**src/rtl/if_stage_pkg.sv**
```systemverilog
// Shared fetch-stage constants: reset PC, RV32I opcode encodings and the
// fetch FSM state encoding.
package if_stage_pkg;

  localparam logic [31:0] RESET_PC_DEFAULT = 32'h0000_0000;

  localparam logic [6:0] OPC_LOAD     = 7'b0000011;
  localparam logic [6:0] OPC_OP_IMM   = 7'b0010011;
  localparam logic [6:0] OPC_AUIPC    = 7'b0010111;
  localparam logic [6:0] OPC_STORE    = 7'b0100011;
  localparam logic [6:0] OPC_OP       = 7'b0110011;
  localparam logic [6:0] OPC_LUI      = 7'b0110111;
  localparam logic [6:0] OPC_BRANCH   = 7'b1100011;
  localparam logic [6:0] OPC_JALR     = 7'b1100111;
  localparam logic [6:0] OPC_JAL      = 7'b1101111;
  localparam logic [6:0] OPC_SYSTEM   = 7'b1110011;

  localparam logic [31:0] INSTR_NOP   = 32'h0000_0013;
  localparam logic [31:0] INSTR_ECALL = 32'h0000_0073;

  typedef enum logic [1:0] {
    FETCH_REQ    = 2'd0,
    FETCH_WAIT   = 2'd1,
    FETCH_HALTED = 2'd2
  } fetch_state_e;

  // Sequential fetch address; wraps modulo 2^32 by construction.
  function automatic logic [31:0] pc_next(input logic [31:0] pc);
    return pc + 32'd4;
  endfunction

endpackage

```
**src/rtl/if_buffer.sv**
```systemverilog
// One-entry valid/ready output register for fetched instructions, with a
// flush that discards the held entry.
module if_buffer (
  input  logic        clk,
  input  logic        reset,
  input  logic        load,
  input  logic        flush,
  input  logic [31:0] load_pc,
  input  logic [31:0] load_instr,
  input  logic        out_ready,
  output logic        out_valid,
  output logic [31:0] out_pc,
  output logic [31:0] out_instr,
  output logic        can_load
);

  // Free now, or freed by the downstream handshake at this edge.
  assign can_load = !out_valid || out_ready;

  always_ff @(posedge clk or negedge reset) begin
    if (!reset) begin
      out_valid <= 1'b0;
      out_pc    <= '0;
      out_instr <= '0;
    end else if (flush) begin
      out_valid <= 1'b0;
    end else if (load) begin
      out_valid <= 1'b1;
      out_pc    <= load_pc;
      out_instr <= load_instr;
    end else if (out_valid && out_ready) begin
      out_valid <= 1'b0;
    end
  end

endmodule

```
**src/rtl/if_stage.sv**
```systemverilog
// Instruction fetch stage: single-outstanding request FSM over a valid/ready
// instruction memory port, with redirect, halt and stale-response handling.
module if_stage
  import if_stage_pkg::*;
#(
  parameter logic [31:0] RESET_PC = RESET_PC_DEFAULT
) (
  input  logic        clk,
  input  logic        reset,
  output logic        imem_req_valid,
  input  logic        imem_req_ready,
  output logic [31:0] imem_req_addr,
  input  logic        imem_resp_valid,
  input  logic [31:0] imem_resp_data,
  output logic        if_valid,
  input  logic        if_ready,
  output logic [31:0] if_pc,
  output logic [31:0] if_instr,
  input  logic        redirect_valid,
  input  logic [31:0] redirect_pc,
  input  logic        halt,
  output logic        halted
);

  fetch_state_e state_q, state_d;
  logic [31:0]  pc_q, pc_d;
  logic         stale_q, stale_d;
  logic         buf_load, buf_flush, buf_can_load;
  logic         req_fire;
  logic [31:0]  redirect_target;
  logic         unused_redirect_lsb;

  assign redirect_target     = {redirect_pc[31:2], 2'b00};
  assign unused_redirect_lsb = ^redirect_pc[1:0];

  // Held low while reset is asserted so the first request appears in the
  // first cycle after release, not during reset.
  assign imem_req_valid = reset && (state_q == FETCH_REQ) && buf_can_load && !halt;
  assign imem_req_addr  = pc_q;
  assign req_fire       = imem_req_valid && imem_req_ready;
  assign halted         = (state_q == FETCH_HALTED);

  always_ff @(posedge clk or negedge reset) begin
    if (!reset) begin
      state_q <= FETCH_REQ;
      pc_q    <= RESET_PC;
      stale_q <= 1'b0;
    end else begin
      state_q <= state_d;
      pc_q    <= pc_d;
      stale_q <= stale_d;
    end
  end

  always_comb begin
    state_d   = state_q;
    pc_d      = pc_q;
    stale_d   = stale_q;
    buf_load  = 1'b0;
    buf_flush = 1'b0;

    unique case (state_q)
      FETCH_REQ: begin
        if (req_fire) begin
          state_d = FETCH_WAIT;
          stale_d = 1'b0;
        end
      end
      FETCH_WAIT: begin
        if (imem_resp_valid) begin
          state_d = FETCH_REQ;
          stale_d = 1'b0;
          if (!stale_q) begin
            buf_load = 1'b1;
            pc_d     = pc_next(pc_q);
          end
        end
      end
      FETCH_HALTED: ;
      default: state_d = FETCH_REQ;
    endcase

    // Halt and redirect override the normal flow; halt takes priority. A
    // redirect that leaves a request in flight marks it stale so its
    // response is dropped.
    if (state_q != FETCH_HALTED) begin
      if (halt) begin
        state_d   = FETCH_HALTED;
        pc_d      = pc_q;
        stale_d   = 1'b0;
        buf_load  = 1'b0;
        buf_flush = 1'b1;
      end else if (redirect_valid) begin
        pc_d      = redirect_target;
        stale_d   = (state_d == FETCH_WAIT);
        buf_load  = 1'b0;
        buf_flush = 1'b1;
      end
    end
  end

  if_buffer u_if_buffer (
    .clk        (clk),
    .reset      (reset),
    .load       (buf_load),
    .flush      (buf_flush),
    .load_pc    (pc_q),
    .load_instr (imem_resp_data),
    .out_ready  (if_ready),
    .out_valid  (if_valid),
    .out_pc     (if_pc),
    .out_instr  (if_instr),
    .can_load   (buf_can_load)
  );

endmodule

```
**config.mk**
```make
export PLATFORM = sky130hd
export DESIGN_NAME = if_stage
export DESIGN_NICKNAME = d
export VERILOG_FILES = /design/src/rtl/if_stage_pkg.sv /design/src/rtl/if_buffer.sv /design/src/rtl/if_stage.sv
export SDC_FILE = /design/constraint.sdc
export NUM_CORES = 1
export LEC_CHECK = 0
export BUFFER_PORTS_ARGS = -buffer_cell sky130_fd_sc_hd__buf_2
export CELL_PAD_IN_SITES_DETAIL_PLACEMENT = 0
export CELL_PAD_IN_SITES_GLOBAL_PLACEMENT = 2
export CORE_MARGIN = 2
export CORE_UTILIZATION = 25
export CTS_BUF_LIST = sky130_fd_sc_hd__clkbuf_2
export DETAILED_ROUTE_END_ITERATION = 16
export GPL_ROUTABILITY_DRIVEN = 0
export PLACE_DENSITY_LB_ADDON = 0.1
export SLEW_MARGIN = 30
export SYNTH_ARGS = -nofsm -noshare
export SYNTH_HDL_FRONTEND = slang
export SYNTH_HIERARCHICAL = 1
export SYNTH_SLANG_ARGS = --single-unit
```
**constraint.sdc**
```tcl
create_clock -name clk -period 2.4 [get_ports clk]
set_input_delay 0.36 -clock clk [delete_from_list [all_inputs] [get_ports clk]]
set_output_delay 0.36 -clock clk [all_outputs]
set_load 0.005 [all_outputs]
```
Word-level counts from Yosys, hierarchy flattened
Index checks and enable logic that the tools add are counted.
{ "word_totals": {"register_bits": 100, "latch_bits": 0, "ramBits": 0, "romBits": 0, "input_bits": 71, "elab_cells": 53, "mem_count": 0} }
{ "op_classes": {"add_sub_neg": 1, "n_mul": 0, "n_div": 0, "magnitude_cmp": 0, "n_eq_ne": 5, "n_shift": 0, "muxes": 29, "bitwise_logic": 1, "n_reduce_logical": 11} }
{ "op_table": {"columns": ["cell", "count"], "rows": [
  ["$mux W32", 6],
  ["$add A32 B3 Y32 const B", 1],
  ["$mux W1", 17],
  ["$mux W2", 4],
  ["$pmux W2 S3", 1],
  ["$logic_and A1 B1 Y1", 5],
  ["$eq A2 B1 Y1 const B", 2],
  ["$ne A2 B2 Y1 const B", 2],
  ["$reduce_bool A3 Y1", 1],
  ["$eq A2 B2 Y1 const B", 1],
  ["$logic_not A1 Y1", 2],
  ["$logic_not A2 Y1", 1],
  ["$pmux W1 S2", 1],
  ["$reduce_and A2 Y1", 1],
  ["$logic_or A1 B1 Y1", 1],
  ["$not A1 Y1", 1]
]} }

Depth between registers and ports, before layout
{ "logic_depth": {"depth_word": 11, "depth_mapped": 8} }

Hierarchy
The synthesis kept the hierarchy.
{ "modules_own_cells": {"columns": ["module", "n_inst", "cells_each", "area_per_inst_um2", "seq_area_each_um2"], "rows": [
  ["if_buffer", 1, 140, 2741.4, 1626.6],
  ["if_stage", 1, 286, 2347.3, 825.8]
]} }

Worst setup path after synthesis
No wires, ideal clock.
{ "synth_timing": {"path_type": "register to register", "from": "register state_q[1]", "to": "register u_if_buffer.out_instr[0]", "arrival_ns": 1.754, "slack_ns": 0.521, "path_stages_with_launch": 8, "path_buffers": 3, "synth_period_minus_slack_ns": 1.879, "path_cell_list": "dfrtp_1 -> nand4bb_1 -> buf_2 -> nor3_1 -> nor2b_4 -> buf_12 -> buf_12 -> mux2_4"} }
{ "synth_via": {"elab_chain_cells": 6, "elab_cells_between_ends": 9, "cone_classes": "eq/ne (2); mux (5); bitwise (1); reduce/logical (1)"} }
{ "synth_lines": {"columns": ["element", "line_no", "source"], "rows": [
  ["start: declaration", "if_stage.sv:25", "fetch_state_e state_q, state_d;"],
  ["start signal: assignment", "if_stage.sv:49", "state_q <= state_d;"],
  ["$eq A2 B1 Y1", "if_stage.sv:62", "unique case (state_q)"],
  ["$mux W1", "if_stage.sv:62", null],
  ["$mux W1", "if_stage.sv:93", "end else if (redirect_valid) begin"],
  ["$mux W1", "if_stage.sv:87", "if (halt) begin"],
  ["$mux W1 (*)", "if_stage.sv:86", "if (state_q != FETCH_HALTED) begin"],
  ["via buf_load", "if_stage.sv:28", "logic buf_load, buf_flush, buf_can_load;"],
  ["$reduce_and A2 Y1 (no line) (*)", null, null],
  ["end signal: assignment", "if_buffer.sv:30", "out_instr <= load_instr;"],
  ["end: declaration", "if_buffer.sv:13", "output logic [31:0] out_instr,"]
]} }
The timed path passes the listed nets; every way through them passes the cells marked *.
A chain may end at the register's enable or synchronous reset.

Worst setup path in the final report
{ "layout_timing": {"from": "register state_q[1]", "to": "output imem_req_valid"} }
{ "layout_via": {"elab_chain_cells": 4} }
{ "layout_lines": {"columns": ["element", "line_no", "source"], "rows": [
  ["$logic_not A2 Y1", "if_stage.sv:38", "assign imem_req_valid = reset && (state_q == FETCH_REQ) && buf_can_load && !halt;"],
  ["$logic_and A1 B1 Y1 (3 in a row)", "if_stage.sv:38", null],
  ["end: declaration", "if_stage.sv:10", "output logic imem_req_valid,"]
]} }
No other way between the ends.

==> flow_metrics.py <==
metrics = {
    "detailed_routing": {
        "drt_pre_antenna_iters": 4,
        "dr.first_iter.drc_count": 205,
        "vias": 4349,
        "postRouteAntennaNets": 0,
        "detail_route.vias_per_cell": 4.68,
        "postRouteWirelength_mm": 17.1,
        "routedWlPerCell_um": 18.4,
        "drc": 0,
    },
    "final_layout": {
        "postLayoutCoreUtil_pct": 34.3,
        "nets": 726,
        "area.growth.synth_to_final_pct": 35.4,
        "drive_above_1_share_pct": 43.4,
    },
    "clocking": {
        "ctsLongestPathBuffers": 2,
        "htree_levels": 3,
        "clock_latency_ns": 0.61,
        "root_buffer": "clkbuf_2",
        "tritoncts": "done",
        "cts.reportedPaths.clkPinSlew_ns": 0.30,
        "tritoncts.num_buffers": 9,
        "cts_sinks": 98,
    },
    "die": {
        "row_count": 52,
        "core_um2": 20100,
        "num_io_pins": 170,
        "die-area_um2": 21500,
        "initial_core_util_pct": 25.3,
        "die_w_um": 147,
        "die_h_um": 147,
    },
    "critical_path": {
        "criticalPathCategory": "reg2out",
        "timing.critical_path.fanout_max": 8,
        "worstSetupEndpointType": "output pin",
        "timing.critical_path.max_delay_family": "simple AND/OR/NAND/NOR gates",
        "cpPeakStageDelay_ns": 0.52,
        "critPathArrivalTime_ns": 1.83,
        "timing.critical_path.slowest_stage_cell": "dfrtp_1",
        "worstPathCellList": "nor4b_1, and2_1, buf_2",
        "setup_crit_start_kind": "flip-flop",
        "cp.buffers_inverters": 1,
        "cp_data_required_time_ns": 2.04,
    },
    "global_routing": {
        "grt_pass1_wl_mm": 26.6,
        "gr-usage-all-layers_pct": 16.0,
        "grt_start_max_net_pins": 99,
        "grt_pass1_vias": 4457,
        "globalRoute.totalOverflow": 0,
        "antenna_violations_before_repair": 2,
    },
    "pwr": {
        "power.density_nw_per_um2": 427,
        "p_clk_share_pct": 32.4,
        "total_switching_power_uw": 773,
        "ir_drop_mv": 0.181,
        "seq_power_share_pct": 58.3,
        "comb_power_share_pct": 9.3,
        "power.static_leakage_nw": 3.43,
        "p_int_mw": 2.17,
        "power_switching_share_pct": 26.3,
    },
    "run": {
        "cap_violations": 0,
    },
    "synthesis": {
        "synth.yosys.seq_area_share_pct": 48.2,
        "synth_edf_count": 0,
        "postSynthCellCount": 426,
        "ys_warn_count": 6,
        "synth.ff_latch_count": 98,
        "yosysUniqueCellTypes": 62,
        "async_flop_share_pct": 100,
        "syn-cell-area_um2": 5090,
        "synth_ff_type": "dfrtp_1",
        "mean_instance_size_in_the_synthesized_netlist_um2": 11.9,
    },
    "timing": {
        "max_clock_freq_mhz": 457,
        "fin_tns_setup_ns": 0,
        "setup-violations-final": 0,
        "timing.final.crit_share_pct": 91.3,
        "fin_skew_ns": 0.0367,
        "maxSlewViolCount": 0,
        "fin_crit_ns": 2.19,
        "worst_slew_margin_rel_pct": 62.9,
        "finalHoldViolCount": 0,
        "worst-slew-pin-transition_ns": 0.556,
        "grt_setup_unrepaired": "no",
    },
    "outcome": {
        "run_status": "finished, final reports clean",
    },
    "placed_design": {
        "portBuffers": 165,
        "detailedPlacementHpwl_mm": 12.2,
    },
    "hold_path": {
        "hold_path_class": "in2reg",
    },
}
==> routing by layer <==
layer / up-vias / wire length, um / global-route usage [%]
li1: 2045 / - / -
met1: 2151 / 8620 / 23.4
met2: 136 / 7350 / 24.1
met3: 17 / 868 / 2.53
met4: 0 / 250 / 4.95
met5: - / 0 / 0
==> final cells by class <==
| cell class | instances | area (um^2) |
|---|---|---|
| Clock inverter | 7 | 90.1 |
| Tap cell | 270 | 338 |
| Inverter | 12 | 45.0 |
| Timing Repair Buffer | 240 | 1550 |
| Sequential cell | 98 | 2450 |
| Multi-Input combinational cell | 293 | 2370 |
| Antenna cell | 1 | 2.50 |
| Clock buffer | 9 | 45.0 |
| Fill cell | 2075 | 13200 |
==> worst register-to-register path, stage by stage, from the launching register on <==
cell and delay, ns:
dfrtp_1 0.52, nand4bb_1 0.28, nor3_1 0.29, nor2b_4 0.31, buf_12 0.26, mux2_2 0.39
==> synth_stat cells, types with 2 or more instances <==
| cell type | number | share of area, % |
|---|---|---|
| o21ai_0 | 19 | 1.9 |
| nor2_1 | 25 | 1.8 |
| mux2_2 | 4 | 0.89 |
| nor3_1 | 8 | 0.79 |
| nor2b_1 | 3 | 0.37 |
| nand3_1 | 19 | 1.9 |
| a311oi_1 | 2 | 0.34 |
| a22oi_1 | 6 | 0.89 |
| dfrtp_1 | 98 | 48 |
| a2bb2oi_1 | 2 | 0.34 |
| and3_1 | 4 | 0.49 |
| nor4_1 | 3 | 0.37 |
| buf_12 | 7 | 2.8 |
| a41o_1 | 2 | 0.39 |
| o21ai_1 | 2 | 0.20 |
| a31oi_1 | 5 | 0.61 |
| o22ai_1 | 7 | 0.86 |
| a21oi_1 | 20 | 2.0 |
| o31ai_1 | 2 | 0.29 |
| a21o_1 | 3 | 0.44 |
| nor3b_1 | 3 | 0.44 |
| a211oi_1 | 2 | 0.29 |
| a31o_2 | 5 | 0.86 |
| and2_1 | 2 | 0.25 |
| clkbuf_1 | 11 | 0.81 |
| mux2_4 | 60 | 18 |
| a21boi_0 | 2 | 0.29 |
| inv_1 | 11 | 0.81 |
| and4_1 | 7 | 1.2 |
| or3_1 | 2 | 0.25 |
| mux2i_1 | 6 | 1.2 |
| o32a_1 | 2 | 0.39 |
| buf_4 | 5 | 0.74 |
| nand4_1 | 12 | 1.5 |
| o32ai_1 | 4 | 0.69 |
| nand2_1 | 20 | 1.5 |
| nand2b_1 | 3 | 0.37 |
| nor2_2 | 3 | 0.37 |
| buf_2 | 2 | 0.20 |
==> worst paths after layout <==
check	from	end	slack (ns)	cells after the start
setup / recovery	state_q[1]	imem_req_valid	0.21	3
hold / removal	redirect_pc[10]	imem_req_addr[10]	0.06	3
setup reg to reg	state_q[1]	u_if_buffer/out_pc[25]	0.26	5
hold reg to reg	u_if_buffer/out_pc[24]	u_if_buffer/out_pc[24]	0.54	1
max in group asynchronous	reset	imem_req_addr[20]	1.58	3
min in group asynchronous	reset	imem_req_addr[13]	0.39	3
==> cells by family (layout without fill, tap and decap cells) <==
| logic type | Yosys count | after routing | share of synthesized area, % |
|---|---|---|---|
| buffers and inverters | 38 | 268 | 5.48 |
| AND/OR/NAND/NOR | 123 | 123 | 13.5 |
| multiplexers | 70 | 70 | 19.8 |
| flip-flops | 98 | 98 | 48.2 |
| AO/OA/AOI/OAI | 94 | 94 | 12.6 |
| other | 1 | 5 | 0.0737 |
| adder cells (fa/ha/maj) | 1 | 1 | 0.246 |
| XOR/XNOR | 1 | 1 | 0.172 |
==> metrics by stage <==
step                hold slack, ns  setup slack [ns]  std cells  area (um^2)  power, mW
floorplan                   0.0644             0.521        429         5100       1.79
global placement             0.487             0.356        866         6280       1.96
detailed placement           0.486             0.298        866         6280       1.96
CTS                        0.00774             0.126        929         6890       3.01
global route                0.0535            0.0445        930         6890       3.08
finish                      0.0620             0.210        930         6890       2.94
==> sequential cells by signal (all words and copies together) (netlist names) <==
signal / count
u_if_buffer/out_pc: 32
imem_req_addr: 30
state_q: 2
stale_q: 1
u_if_buffer/out_instr: 32
u_if_buffer/out_valid: 1
==> power groups by stage <==
stage	registers, mW	clock network (mW)	logic [mW]
2_1_floorplan	1.73	0	0.0583
3_3_place_gp	1.74	0	0.218
3_5_place_dp	1.74	0	0.220
4_1_cts	1.72	1.01	0.280
5_1_grt	1.72	1.06	0.302
6_report	1.71	0.952	0.273
==> placed cells by master (no fill, tap or decap), drive strengths merged, types with 3 or more instances in the layout <==
cell type    Yosys  routed
nand3           20      20
and3             4       4
dlygate4sd3      0      47
nand2b           3       3
o21ai           21      21
a31oi            5       5
mux2            64      64
mux2i            6       6
and4             7       7
dfrtp           98      98
a31o             5       5
o32ai            4       4
nand2           20      20
inv             12      14
buf             14     193
o22ai            7       7
nor2b            4       4
clkbuf          12       9
nor3             8       8
nand4           12      12
a21oi           20      20
a22oi            6       6
nor4             4       4
nor2            28      28
clkinv           0       3
nor3b            3       3
conb             1       4
a21o             3       3
==> timing repair <==
| item | in CTS | in global routing |
|---|---|---|
| setup buffers | 0 | 0 |
| gates resized for setup | 0 | 0 |
| hold buffers | 47 | 0 |
| hold endpoints to repair | 144 | 0 |
(Power assumes the default switching activity.)
